$ cat src/rtl/button_cmd_encoder.sv
// Turns four raw front-panel buttons into one-shot ASCII command bytes for the
// pet statistics block: each button is synchronised, debounced and edge-detected.
module button_cmd_encoder #(
  parameter int DEBOUNCE_CYCLES = 270000,
  parameter int HOLD_CYCLES     = 4,
  parameter int GAP_CYCLES      = 4,
  parameter int CNT_W           = 20
) (
  input  logic       clk,
  input  logic       reset,
  input  logic [3:0] btn,
  input  logic       is_sleeping,
  output logic [7:0] cmd,
  output logic       issued,
  output logic       busy
);

  localparam logic [1:0] ST_IDLE    = 2'd0;
  localparam logic [1:0] ST_HOLD    = 2'd1;
  localparam logic [1:0] ST_GAP     = 2'd2;
  localparam logic [1:0] ST_RELEASE = 2'd3;

  localparam int TMR_MAX = (HOLD_CYCLES > GAP_CYCLES) ? HOLD_CYCLES : GAP_CYCLES;
  localparam int TMR_W   = $clog2(TMR_MAX + 1);

  localparam logic [CNT_W-1:0] DB_LAST   = CNT_W'(DEBOUNCE_CYCLES - 1);
  localparam logic [TMR_W-1:0] HOLD_LOAD = TMR_W'(HOLD_CYCLES - 1);
  localparam logic [TMR_W-1:0] GAP_LOAD  = TMR_W'(GAP_CYCLES - 1);

  logic [3:0] stable_w;
  logic [3:0] press_w;

  generate
    for (genvar gi = 0; gi < 4; gi++) begin : g_btn
      logic             sync1_q, sync2_q;
      logic             stable_q, stable_d, stable_prev_q;
      logic             press_q;
      logic [CNT_W-1:0] cnt_q, cnt_d;

      // stable flips on the DEBOUNCE_CYCLES-th consecutive differing sample
      always_comb begin
        stable_d = stable_q;
        cnt_d    = '0;
        if (sync2_q != stable_q) begin
          if (cnt_q == DB_LAST) begin
            stable_d = ~stable_q;
          end else begin
            cnt_d = cnt_q + CNT_W'(1);
          end
        end
      end

      always_ff @(posedge clk) begin
        if (reset) begin
          sync1_q       <= 1'b0;
          sync2_q       <= 1'b0;
          stable_q      <= 1'b0;
          stable_prev_q <= 1'b0;
          press_q       <= 1'b0;
          cnt_q         <= '0;
        end else begin
          sync1_q       <= btn[gi];
          sync2_q       <= sync1_q;
          stable_q      <= stable_d;
          cnt_q         <= cnt_d;
          stable_prev_q <= stable_q;
          press_q       <= stable_q & ~stable_prev_q;
        end
      end

      assign stable_w[gi] = stable_q;
      assign press_w[gi]  = press_q;
    end
  endgenerate

  logic [1:0]       state_q, state_d;
  logic [7:0]       cmd_q, cmd_d;
  logic [TMR_W-1:0] tmr_q, tmr_d;
  logic             issued_q, issued_d;
  logic             busy_q;
  logic [7:0]       code_w;

  // Lowest button index wins; button 3 toggles sleep/wake.
  always_comb begin
    if (press_w[0])      code_w = 8'h65;
    else if (press_w[1]) code_w = 8'h70;
    else if (press_w[2]) code_w = 8'h62;
    else if (is_sleeping) code_w = 8'h77;
    else                 code_w = 8'h73;
  end

  always_comb begin
    state_d  = state_q;
    cmd_d    = cmd_q;
    tmr_d    = tmr_q;
    issued_d = 1'b0;
    case (state_q)
      ST_IDLE: begin
        cmd_d = 8'h00;
        if (|press_w) begin
          cmd_d    = code_w;
          issued_d = 1'b1;
          tmr_d    = HOLD_LOAD;
          state_d  = ST_HOLD;
        end
      end
      ST_HOLD: begin
        if (tmr_q == '0) begin
          cmd_d   = 8'h00;
          tmr_d   = GAP_LOAD;
          state_d = ST_GAP;
        end else begin
          tmr_d = tmr_q - TMR_W'(1);
        end
      end
      ST_GAP: begin
        if (tmr_q == '0) begin
          state_d = ST_RELEASE;
        end else begin
          tmr_d = tmr_q - TMR_W'(1);
        end
      end
      default: begin
        // Wait for every button to be released so a held button cannot repeat.
        if (stable_w == 4'b0000) state_d = ST_IDLE;
      end
    endcase
  end

  always_ff @(posedge clk) begin
    if (reset) begin
      state_q  <= ST_IDLE;
      cmd_q    <= 8'h00;
      tmr_q    <= '0;
      issued_q <= 1'b0;
      busy_q   <= 1'b0;
    end else begin
      state_q  <= state_d;
      cmd_q    <= cmd_d;
      tmr_q    <= tmr_d;
      issued_q <= issued_d;
      busy_q   <= (state_d != ST_IDLE);
    end
  end

  assign cmd    = cmd_q;
  assign issued = issued_q;
  assign busy   = busy_q;

endmodule

$ cat config.mk
export PLATFORM = sky130hd
export DESIGN_NAME = button_cmd_encoder
export DESIGN_NICKNAME = d
export VERILOG_FILES = /design/src/rtl/button_cmd_encoder.sv
export SDC_FILE = /design/constraint.sdc
export NUM_CORES = 1
export LEC_CHECK = 0
export CORE_MARGIN = 2
export CORE_UTILIZATION = 58
export DETAILED_ROUTE_END_ITERATION = 8
export GPL_ROUTABILITY_DRIVEN = 0
export HOLD_SLACK_MARGIN = 0.1
export PLACE_DENSITY = 0.76
export SKIP_LAST_GASP = 1
export SLEW_MARGIN = 20
export SYNTH_ARGS = -nofsm -noshare
export SYNTH_HDL_FRONTEND = slang
export SYNTH_SLANG_ARGS = --single-unit
$ cat constraint.sdc
create_clock -name clk -period 2 [get_ports clk]
set_input_delay 0.4 -clock clk [delete_from_list [all_inputs] [get_ports clk]]
set_output_delay 0.4 -clock clk [all_outputs]
set_load 0.03 [all_outputs]
## Word-level counts from Yosys, hierarchy flattened

Cells that the tools add are included.
W data, S select, Z words.

- $add $sub $neg: 5
- $mul: 0
- Div/mod/pow operators: 0
- Order comparisons: 0
- Equality and inequality tests: 13
- Shifts and indexed selects: 0
- Muxes and demuxes: 17
- Bitwise operators: 17
- Reductions and logical operators: 18

Operators by type and width:

| cell | count |
|---|---|
| $add A20 B1 Y20 const B | 4 |
| $eq A20 B19 Y1 const B | 4 |
| $mux W8 | 2 |
| $pmux W8 S2 | 1 |
| $mux W5 | 3 |
| $not A1 Y1 | 13 |
| $mux W3 | 4 |
| $reduce_or A3 Y1 | 4 |
| $reduce_and A2 Y1 | 5 |
| $pmux W3 S3 | 1 |
| $mux W2 | 4 |
| $ne A2 B2 Y1 const B | 3 |
| $pmux W2 S3 | 1 |
| $and A1 B1 Y1 | 4 |
| $logic_not A4 Y1 | 1 |
| $ne A1 B1 Y1 | 4 |
| $reduce_bool A2 Y1 | 2 |
| $reduce_or A4 Y1 | 1 |
| $logic_not A3 Y1 | 1 |
| $reduce_and A3 Y1 | 1 |
| $reduce_bool A3 Y1 | 1 |
| $sub A3 B1 Y3 const B | 1 |
| $eq A2 B1 Y1 const B | 1 |
| $eq A2 B2 Y1 const B | 1 |
| other kinds (3) | 3 |

- Flip-flop bits (word level): 115
- Bits in latches: 0
- RAM bits: 0
- Memory bits (read-only): 0
- Input port bits: 7
- Output and inout bits: 10
- Memories kept: 0

## Longest topological paths before layout

- Depth after elaboration: 6
- Mapped depth: 8
- Mapped depth without buffers: 7

## Worst setup path before layout

OpenSTA, ideal clock, no wires.

- Kind: flip-flop to flip-flop
- Start: register g_btn[1].cnt_q[6]
- End: register g_btn[1].cnt_q[19]
- Setup time: 115 ps
- Data arrival time: 1615 ps
- Required time: 1885 ps
- Path slack: 270 ps
- Cell stages (with the launch flop): 6
- Buffers on the path: 1
- Period minus slack after synthesis: 1730 ps
- Cell sequence: dfxtp_1 or4b_1 or4_4 nand2_4 buf_8 nor2_1

- Cells in the longest elaborated chain, start to end: 2

RTL lines:

| element | RTL line | text |
|---|---|---|
| start, declared | 38 | `logic [CNT_W-1:0] cnt_q, cnt_d;` |
| start signal, assigned | 65 | `cnt_q <= cnt_d;` |
| parallel branches: the longest is 2 deep, another holds $add A20 B1 Y20 | - |  |

Several ways; the timed one is not identified.
A chain may end at the register's enable or synchronous reset.

## Worst setup path after layout

- Start: register g_btn[2].cnt_q[15]
- End: register g_btn[2].cnt_q[6]

- Cells in the longest elaborated chain, start to end: 2

RTL lines:

| element | RTL line | text |
|---|---|---|
| start, declared | 38 |  |
| start signal, assigned | 65 |  |
| $eq A20 B19 Y1 | 45 | `if (cnt_q == DB_LAST) begin` |
| $reduce_or A3 Y1 (no source line) | - |  |

Every way passes these cells.

==> reports/qor.yml <==
drcViolationCount: 0
ys_warn_count: 0
syn-instance-count: 538
fillers: 682
path_delay_family: "simple AND/OR/NAND/NOR gates"
slowest_stage: "or4_1"
yosysUniqueCellTypes: 46
drive_above_1_share_pct: 5.18
n_antenna_cell: 0
grt_pass1_wl_um: 14100
clk_latency_ps: 360
crit_type: "reg2reg"
antenna_left: 0
period_minus_slack_ps: 1880
crit_path_max_incr_delay_ps: 550
ys_ff_latch: 112
nets: 572
ios: 17
grt_max_degree: 20
synth_edf_count: 0
powerDensity_mw_per_mm2: 825
rsz0062_at_grt: "no"
max_freq_mhz: 533
clock_sinks: 112
fin_crit_sh_pct: 93.8
setup_ws_ps: 124
wl_per_cell_um: 12.2
ys_seq_area_share_pct: 46.7
cts_setup_buffers: 0
grt_usage_pct: 19.6
vias_per_cell: 5.25
wl_um: 8110
tns_ps: 0
clkTransAtPathRegs_ps: 100
clock_path_buffers: 2
cp.required_ps: 2260
start_kind: "flop"
outcome: "complete, no violations"
worst_pin_slew_ps: 532
grt.overflow.total: 0
area_growth_pct: 9.22
worst_ep_arrival_time_ps: 2140
postSynthAreaPerCell_um2: 8.93
slew_violations: 0
cts_max_level: 3
dominantRegCellSynth: "dfxtp_1"
drtIter0Drc: 82
crit_chain: "or4_1 -> nor4_2 -> or2_1 -> buf_12 -> nor2_1"
ir_drop_mv: 0.642
setup_viol: 0
yosys-top-cells-count: "112 x dfxtp_1, 112 x nor2_1, 43 x xnor2_1"
cts-root-buf: "clkbuf_8"
antenna_found_initial: 0
holdBufCountCts: 0
crit_path_end_kind: "flop"
start_util_pct: 59.1
fp-row-count: 33
die_h_um: 95.0
die_x_um: 95.0
synth_area_leader_cell: "dfxtp_1"
dp_slack_ps: 39.6
port_buffers: 14
max_slew_margin_pct: 64.2
dp_hpwl_um: 5700
crit_buf_inv: 1
cts_tree: "built"
cts_buffers: 9
vias: 3490
syn-cell-area_mm2: 0.00481
maxCapViolations: 0
hold_class: "reg2reg"
synth.top_cell.area_share_pct: 46.7
synth_area_leaders: "dfxtp_1 47%, nor2_1 8.7%, xnor2_1 7.8%, xor2_1 6.0%, ha_1 2.6%"
p_leak_nw: 1.78
cts_resized: 0
dieArea_mm2: 0.00903
async_flop_share_pct: 0
grt_pass1_vias: 3286
clock_skew_ps: 8.74
core_mm2: 0.00813
hold_viol: 0
firstDrtPassIters: 5
path_max_fanout: 19
## where the power goes
group | switching, mW | total (mW) | internal (mW)
Sequential | 0.0481 | 2.33 | 2.29
Clock | 0.723 | 1.37 | 0.652
Combinational | 0.381 | 0.621 | 0.240
## stage by stage
step / hold slack [ps] / std cells / power [mW] / cell area (um2) / util [%]
global route: 399 / 665 / 4.53 / 5250 / 64.5
CTS: 396 / 665 / 4.37 / 5250 / 64.5
finish: 394 / 665 / 4.33 / 5250 / 64.5
detailed placement: 383 / 649 / 2.99 / 5040 / 62.0
floorplan: 367 / 539 / 2.81 / 4810 / -
global placement: 372 / 649 / 2.94 / 5040 / 62.0
## flip-flops by register name (all words and copies together), names as in the netlist
| name | flops |
|---|---|
| tmr_q | 3 |
| g_btn.stable_q | 4 |
| g_btn.press_q | 4 |
| cmd | 5 |
| g_btn.stable_prev_q | 4 |
| busy | 1 |
| g_btn.cnt_q | 80 |
| g_btn.sync2_q | 4 |
| issued | 1 |
| state_q | 2 |
| g_btn.sync1_q | 4 |
## worst reg2reg max path: stages, from the launching register on
cell	delay, ps
dfxtp_1	380
or4_1	550
nor4_2	440
or2_1	210
buf_12	150
nor2_1	50
## cells by family after synthesis
| family | count (synthesis) | share of synthesized area [%] |
|---|---|---|
| AND/OR/NAND/NOR | 277 | 29.0 |
| AO/OA/AOI/OAI | 23 | 2.92 |
| adder cells (fa/ha/maj) | 10 | 2.60 |
| flip-flops | 112 | 46.7 |
| XOR/XNOR | 76 | 13.9 |
| buffers and inverters | 35 | 4.06 |
| multiplexers | 4 | 0.833 |
| other | 1 | 0.0780 |
## path summary, 6_finish.rpt
kind / start / slack (ps) / endpoint / cells past startpoint
worst min-delay path: g_btn[2].stable_prev_q$_SDFF_PP0_ / 390 / g_btn[2].press_q$_SDFF_PP0_ / 1
worst min register to register: g_btn[2].stable_prev_q$_SDFF_PP0_ / 390 / g_btn[2].press_q$_SDFF_PP0_ / 1
worst max-delay path: g_btn[2].cnt_q[15]$_SDFF_PP0_ / 120 / g_btn[2].cnt_q[6]$_SDFF_PP0_ / 5
worst max register to register: g_btn[2].cnt_q[15]$_SDFF_PP0_ / 120 / g_btn[2].cnt_q[6]$_SDFF_PP0_ / 5
## cell type report
cell class,count,area [um2],share of cell area (%)
Multi-Input combinational cell,392,2370,45.2
Clock inverter,4,51.3,0.977
Timing Repair Buffer,23,233,4.43
Inverter,17,63.8,1.22
Tap cell,105,131,2.50
Sequential cell,112,2240,42.7
Clock buffer,12,155,2.96
## layer usage
metal	vias up	GRT usage, %	share of wire (%)
met5	-	0	0
met4	0	7.25	1.3
met3	8	5.38	2.8
met2	36	32.7	48
met1	1616	24.2	48
li1	1830	-	-
## cell usage in the layout (no fill, tap or decap), drive strengths merged, types with 7 or more instances in the layout
| cell type | Yosys | routed |
|---|---|---|
| nor2 | 112 | 112 |
| dfxtp | 112 | 112 |
| xnor2 | 43 | 43 |
| xor2 | 33 | 33 |
| nand2 | 32 | 32 |
| nand3 | 25 | 25 |
| nor2b | 18 | 18 |
| inv | 17 | 18 |
| nand4 | 17 | 17 |
| nor4 | 16 | 16 |
| clkdlybuf4s50 | 0 | 14 |
| and3 | 13 | 13 |
| clkbuf | 6 | 12 |
| nor3 | 10 | 10 |
| ha | 10 | 10 |
| and4 | 9 | 9 |
| buf | 12 | 9 |
| o21ai | 8 | 8 |
| a21oi | 7 | 7 |
Note: power is estimated with default switching activity, not from simulation.
